--- src/rtl/riscv_pkg.sv ---
// riscv_pkg
//   Shared constants and types for the fetch front end.
//   XLEN          default datapath / address width
//   NOP_INSTR     canonical bubble instruction (addi x0, x0, 0)
//   fetch_state_t fetch FSM states
package riscv_pkg;

  localparam int XLEN = 32;
  localparam logic [31:0] NOP_INSTR = 32'h0000_0013;

  // FETCH: request outstanding on the current PC
  // HOLD : a fetched word is parked because IF/ID is frozen
  // KILL : waiting out a request whose response must be discarded
  typedef enum logic [1:0] {
    FETCH = 2'd0,
    HOLD  = 2'd1,
    KILL  = 2'd2
  } fetch_state_t;

endpackage

--- src/rtl/if_id_reg.sv ---
// if_id_reg
//   IF/ID pipeline register with write enable and bubble insertion.
//   Priority: reset > bubble > writeEn.
// Ports
//   clk, reset         clock, synchronous active-high reset
//   writeEn            load pcIn/instrIn and mark valid
//   bubble             replace contents with a NOP bubble (PC kept)
//   pcIn, instrIn      incoming fetch result
//   pcOut, instrOut    registered PC / instruction
//   validOut           1 = real instruction, 0 = bubble
module if_id_reg #(
  parameter int XLEN = riscv_pkg::XLEN
) (
  input  logic            clk,
  input  logic            reset,
  input  logic            writeEn,
  input  logic            bubble,
  input  logic [XLEN-1:0] pcIn,
  input  logic [31:0]     instrIn,
  output logic [XLEN-1:0] pcOut,
  output logic [31:0]     instrOut,
  output logic            validOut
);
  import riscv_pkg::*;

  always_ff @(posedge clk) begin
    if (reset) begin
      pcOut    <= '0;
      instrOut <= NOP_INSTR;
      validOut <= 1'b0;
    end else if (bubble) begin
      instrOut <= NOP_INSTR;
      validOut <= 1'b0;
    end else if (writeEn) begin
      pcOut    <= pcIn;
      instrOut <= instrIn;
      validOut <= 1'b1;
    end
  end

endmodule

--- src/rtl/fetch_stage.sv ---
// fetch_stage
//   Instruction fetch: PC register, fetch FSM, one-entry hold buffer and the
//   IF/ID register. Talks to a variable-latency instruction memory through a
//   req/ready handshake and obeys PCWrite / IF_ID_Write / Flush from the
//   hazard unit plus branch redirects from EX.
// Ports
//   clk, reset                  clock, synchronous active-high reset
//   PCWrite, IF_ID_Write        stall controls (0 = freeze)
//   Flush                       squash IF/ID and any pending fetch
//   BranchTaken, BranchTarget   redirect from EX
//   imem_req, imem_addr         fetch request / address
//   imem_ready, imem_rdata      memory response handshake / data
//   IF_ID_PC, IF_ID_Instr       contents of IF/ID
//   IF_ID_Valid                 IF/ID holds a real instruction
//   FetchStall                  front end waiting on memory this cycle
module fetch_stage #(
  parameter int                         XLEN     = riscv_pkg::XLEN,
  parameter logic [riscv_pkg::XLEN-1:0] RESET_PC = '0,
  parameter int                         PC_STEP  = 4
) (
  input  logic            clk,
  input  logic            reset,
  input  logic            PCWrite,
  input  logic            IF_ID_Write,
  input  logic            Flush,
  input  logic            BranchTaken,
  input  logic [XLEN-1:0] BranchTarget,
  output logic            imem_req,
  output logic [XLEN-1:0] imem_addr,
  input  logic            imem_ready,
  input  logic [31:0]     imem_rdata,
  output logic [XLEN-1:0] IF_ID_PC,
  output logic [31:0]     IF_ID_Instr,
  output logic            IF_ID_Valid,
  output logic            FetchStall
);
  import riscv_pkg::*;

  fetch_state_t    stateReg, stateNext;
  logic [XLEN-1:0] pcReg, pcNext;
  logic [XLEN-1:0] killAddrReg, killAddrNext;
  logic [XLEN-1:0] holdPcReg, holdPcNext;
  logic [31:0]     holdInstrReg, holdInstrNext;

  logic            accept;
  logic            redirect;
  logic [XLEN-1:0] pcInc;
  logic            ifIdWe;
  logic            ifIdBubble;
  logic [XLEN-1:0] ifIdPcIn;
  logic [31:0]     ifIdInstrIn;

  assign accept   = imem_req & imem_ready;
  assign redirect = BranchTaken | Flush;
  // Wraps modulo 2^XLEN naturally.
  assign pcInc    = pcReg + XLEN'(PC_STEP);

  // State register together with the PC, kill address and hold buffer.
  always_ff @(posedge clk) begin
    if (reset) begin
      stateReg     <= FETCH;
      pcReg        <= RESET_PC;
      killAddrReg  <= RESET_PC;
      holdPcReg    <= '0;
      holdInstrReg <= NOP_INSTR;
    end else begin
      stateReg     <= stateNext;
      pcReg        <= pcNext;
      killAddrReg  <= killAddrNext;
      holdPcReg    <= holdPcNext;
      holdInstrReg <= holdInstrNext;
    end
  end

  // Next-state logic. A request still waiting on memory cannot be withdrawn,
  // so a redirect during an unanswered request goes (or stays) in KILL.
  always_comb begin
    stateNext = stateReg;
    if (redirect) begin
      if ((stateReg != HOLD) && !accept) stateNext = KILL;
      else                               stateNext = FETCH;
    end else begin
      case (stateReg)
        FETCH:   if (accept && !IF_ID_Write) stateNext = HOLD;
        HOLD:    if (IF_ID_Write)            stateNext = FETCH;
        KILL:    if (accept)                 stateNext = FETCH;
        default:                             stateNext = FETCH;
      endcase
    end
  end

  // Outputs. No request in the reset cycle; KILL keeps presenting the
  // abandoned address so the memory sees a stable request.
  always_comb begin
    imem_req   = !reset && (stateReg != HOLD);
    imem_addr  = (stateReg == KILL) ? killAddrReg : pcReg;
    FetchStall = !reset && (((stateReg == FETCH) && !imem_ready) || (stateReg == KILL));
  end

  // Datapath: PC update, hold buffer capture and IF/ID control.
  always_comb begin
    pcNext        = pcReg;
    killAddrNext  = killAddrReg;
    holdPcNext    = holdPcReg;
    holdInstrNext = holdInstrReg;
    ifIdWe        = 1'b0;
    ifIdBubble    = 1'b0;
    ifIdPcIn      = pcReg;
    ifIdInstrIn   = imem_rdata;
    if (redirect) begin
      if (BranchTaken) pcNext = BranchTarget;
      ifIdBubble    = 1'b1;
      holdPcNext    = '0;
      holdInstrNext = NOP_INSTR;
      if ((stateReg == FETCH) && !accept) killAddrNext = pcReg;
    end else begin
      case (stateReg)
        FETCH: begin
          if (accept) begin
            if (IF_ID_Write) begin
              ifIdWe = 1'b1;
              if (PCWrite) pcNext = pcInc;
            end else begin
              // IF/ID frozen: park the word so it is neither lost nor refetched.
              holdPcNext    = pcReg;
              holdInstrNext = imem_rdata;
            end
          end else if (IF_ID_Write) begin
            ifIdBubble = 1'b1;
          end
        end
        HOLD: begin
          if (IF_ID_Write) begin
            ifIdWe      = 1'b1;
            ifIdPcIn    = holdPcReg;
            ifIdInstrIn = holdInstrReg;
            if (PCWrite) pcNext = pcInc;
          end
        end
        KILL: begin
          if (IF_ID_Write) ifIdBubble = 1'b1;
        end
        default: ;
      endcase
    end
  end

  if_id_reg #(.XLEN(XLEN)) ifIdRegInst (
    .clk      (clk),
    .reset    (reset),
    .writeEn  (ifIdWe),
    .bubble   (ifIdBubble),
    .pcIn     (ifIdPcIn),
    .instrIn  (ifIdInstrIn),
    .pcOut    (IF_ID_PC),
    .instrOut (IF_ID_Instr),
    .validOut (IF_ID_Valid)
  );

endmodule
--- config.mk ---
export PLATFORM = sky130hd
export DESIGN_NAME = fetch_stage
export DESIGN_NICKNAME = d
export VERILOG_FILES = /design/src/rtl/riscv_pkg.sv /design/src/rtl/if_id_reg.sv /design/src/rtl/fetch_stage.sv
export SDC_FILE = /design/constraint.sdc
export NUM_CORES = 1
export LEC_CHECK = 0
export ABC_AREA = 1
export CAP_MARGIN = 5
export CORE_MARGIN = 5
export CORE_UTILIZATION = 60
export CTS_BUF_LIST = sky130_fd_sc_hd__clkbuf_8 sky130_fd_sc_hd__clkbuf_16
export CTS_CLUSTER_SIZE = 28
export DETAILED_ROUTE_END_ITERATION = 16
export DONT_BUFFER_PORTS = 1
export PLACE_DENSITY = 0.76
export SKIP_CTS_REPAIR_TIMING = 1
export SYNTH_ARGS = -nofsm -noshare
export SYNTH_HDL_FRONTEND = slang
export SYNTH_SLANG_ARGS = --single-unit
--- constraint.sdc ---
create_clock -name clk -period 4.7 [get_ports clk]
set_input_delay 0 -clock clk [delete_from_list [all_inputs] [get_ports clk]]
set_output_delay 0 -clock clk [all_outputs]
set_load 0.05 [all_outputs]
==> results.md <==
- Total power draw: 3710 µW
- Final wirelength: 27300 µm
- Max Fclk: 283 MHz
- Avg Inst Size Synth: 6.43 µm²
- Clock period minus worst slack: 3540 ps
- Sequential share of power: 0.480
- H-tree depth: 4
- Die area: 18900 µm²
- # IOs: 170
- Net count, final: 1561
- Top cell type's share of synthesized area: 0.401
- Final Hold Fails: 12
- Cell count after synthesis: 1513
- DRT iter0 DRCs: 775
- Setup TNS: 0 ps
- Ant diodes: 0
- Number of fill cells: 1413
- Critical path type: register to register
- Total GRT Usage: 0.270
- Pre-CTS setup slack: 1240 ps
- Power Internal: 2630 µW
- Worst EP required: 5050 ps
- Sw Share: 0.292
- Leak: 0.00417 µW
- Post-Syn Area: 9740 µm²
- CP Cell Sequence: inv_2, nand3_4, buf_4, clkinv_1, nand2_1, nand2_1, a21oi_1
- Pwr Density: 341 nW/µm²
- Die X-Extent: 137 µm
- Grt ovf: 0
- Area post-placement: 9570 µm²
- CP Capture Point: holdInstrReg[20]$_SDFFE_PP0P_
- Worst-margin pin slew: 1080 ps
- Max-cap violations: 0
- Flops & latches, synth: 195
- Syn_nets: 1585
- Clk root buf: clkbuf_16
- Power share of the clock group: 0.391
- Worst-path clk slew: 70 ps
- Vias in the first global route: 8246
- GPL Wtd Cong: 0.904
- First-pass DRT Iterations: 5
- Rows: 46
- DP Wirelength: 16500 µm
- Critical Path Fanout Max: 95
- Design area: 10900 µm²
- Core area: 15900 µm²
- Final worst setup slack: 1160 ps
- Vias per cell: 5.58
- CP Launch Type: register
- Area growth, synth to finish: 11.8%
- Die Y: 137 µm
- Area contributors post-synth: dfxtp_1, nand2_1, o21ai_0
- Critical R2R Launch: stateReg[0]$_SDFFE_PP0P_
- Main flop type after synthesis: dfxtp_1
- Layout cells sized above 1: 0.0406
- Reg-to-reg critical path endpoint: holdInstrReg[20]$_SDFFE_PP0P_
- Netlist cell types: 32
- Hold WC Path Type: input pin to register
- Initial antenna violation count: 1
- Finish-stage setup viols: 0
- Peak supply drop: 270 µV
- Flop2flop setup slack: 1160 ps
- Max clock buf depth: 2
- RSZ-0062 raised after global routing: no
- Slowest CP cell: clkinv_1
- Failing checks: negative hold slack
- CTS tree: done
- Most frequent CP cell: nand2_1
- Fin crit share: 0.753
- Non-filler cells, final: 1718
- Total vias in the final route: 9580
- NetSw: 1080 µW
- Commonest non-fill, non-tap cell in the layout: nand2_1
- Post-synth top area cell: dfxtp_1
- Clock skew: 9.89 ps
- Pin count of the biggest net entering global routing: 130
- # DRC: 0
- Wire per inst: 15.9 µm
- Status: finished with violations
- Sequential-to-total area share from yosys stat: 0.401
- R2r worst-path depth: 7
- Asr flop ratio synth: 0
- Most frequent cells in the layout: nand2_1, dfxtp_1, o21ai_0, nor2_1, inv_1
- Max-Slew Margin vs Limit: 0.277
- Gate power share: 0.129
- Placed cells: 1615
- Antenna-violating nets left: 0
- Max incr delay on CP: 1130 ps
- Fin Hold WS: -97.8 ps
- TritonCTS Buffers: 17
- Yosys warnings: 0
- WP data arrival: 3890 ps
- Clk sinks: 195
- Max Slew Vio Count: 0
- First-pass GRT wire length: 41100 µm
- Crit. Startpoint: stateReg[0]$_SDFFE_PP0P_
- Starting Density: 0.613
- Post-synth EDFFs: 0
- Later-pin clock latency in the skew report: 430 ps
- PortBufs: 0
- Crit path capture type: register
[Yosys cell counts (2+ instances only)]
master and count:
nand2_1 412, o21ai_0 199, dfxtp_1 195, nor2_1 162, inv_1 126, a21oi_1 125, nand3_1 71, clkbuf_1 61
buf_2 47, a31oi_1 35, a211oi_1 34, buf_1 7, inv_2 7, buf_4 4, clkbuf_2 3, nand2_2 3
o31ai_1 3, nand3_2 2, nor2_4 2, nor3_1 2, o21ai_1 2
[sequential cells by signal (all words and copies together) (netlist names)]
register,cells
pcReg,32
ifIdRegInst.instrOut,32
holdInstrReg,32
holdPcReg,32
ifIdRegInst.pcOut,32
killAddrReg,32
stateReg,2
ifIdRegInst.validOut,1
[logic make-up after synthesis]
group                      count (synthesis)  share of synthesized area
and+or+nand+nor                          657                      0.267
AOI/OAI and AO/OA                        402                      0.222
buffers and inverters                    257                      0.108
DFF                                      195                      0.401
xor gates and xnor gates                   1                   0.000900
adders and majority gates                  1                    0.00128
[metrics by stage]
step	hold slack, ps	util
floorplan	121	-
global placement	75.4	0.602
detailed placement	78.0	0.602
CTS	-376	0.639
global route	4.63	0.685
finish	-97.8	0.685
[critical path, delay by kind of cell, from the launching register on]
| family | cells | cell delay [ps] |
|---|---|---|
| AOI/OAI and AO/OA | 1 | 120 |
| DFF | 1 | 760 |
| and+or+nand+nor | 3 | 500 |
| buffers and inverters | 3 | 2020 |
[cell type report]
type                       instances  area, µm²  area share
multi-input combinational       1061       4820       0.443
sequential                       195       3900       0.359
timing repair buffer              80        806      0.0740
inverter                         134        503      0.0462
clock buffer                      17        425      0.0391
tap                              216        270      0.0248
clock inverter                    15        156      0.0144
[power by group through the flow]
stage | Clock (µW) | Combinational [µW] | Sequential (µW)
2_1_floorplan | 0 | 378 | 1770
3_3_place_gp | 0 | 389 | 1810
3_5_place_dp | 0 | 397 | 1820
4_1_cts | 1460 | 399 | 1780
5_1_grt | 1540 | 529 | 1790
6_report | 1450 | 480 | 1780
[how the worst min path moves through the flow]
stage	startpoint	end	slack, ps	depth (start not counted)
6_report	imem_rdata[5]	holdInstrReg[5]$_SDFFE_PP0P_	-100	4
5_1_grt	IF_ID_Write	ifIdRegInst.pcOut[15]$_SDFFE_PP0P_	5	5
4_1_cts	reset	killAddrReg[1]$_SDFFE_PP0P_	-380	1
3_5_place_dp	reset	killAddrReg[7]$_SDFFE_PP0P_	80	1
3_3_place_gp	reset	killAddrReg[16]$_SDFFE_PP0P_	80	1
2_1_floorplan	BranchTaken	pcReg[16]$_SDFFE_PP0P_	120	2
[per-layer routing]
metal,part of all wire,vias to the layer above,GRT usage
met2,0.46,366,0.437
met5,0.00073,-,0
met3,0.084,51,0.0720
met1,0.43,4317,0.346
met4,0.025,2,0.0948
li1,-,4844,-
No activity file was read; power rests on OpenSTA's default activity.
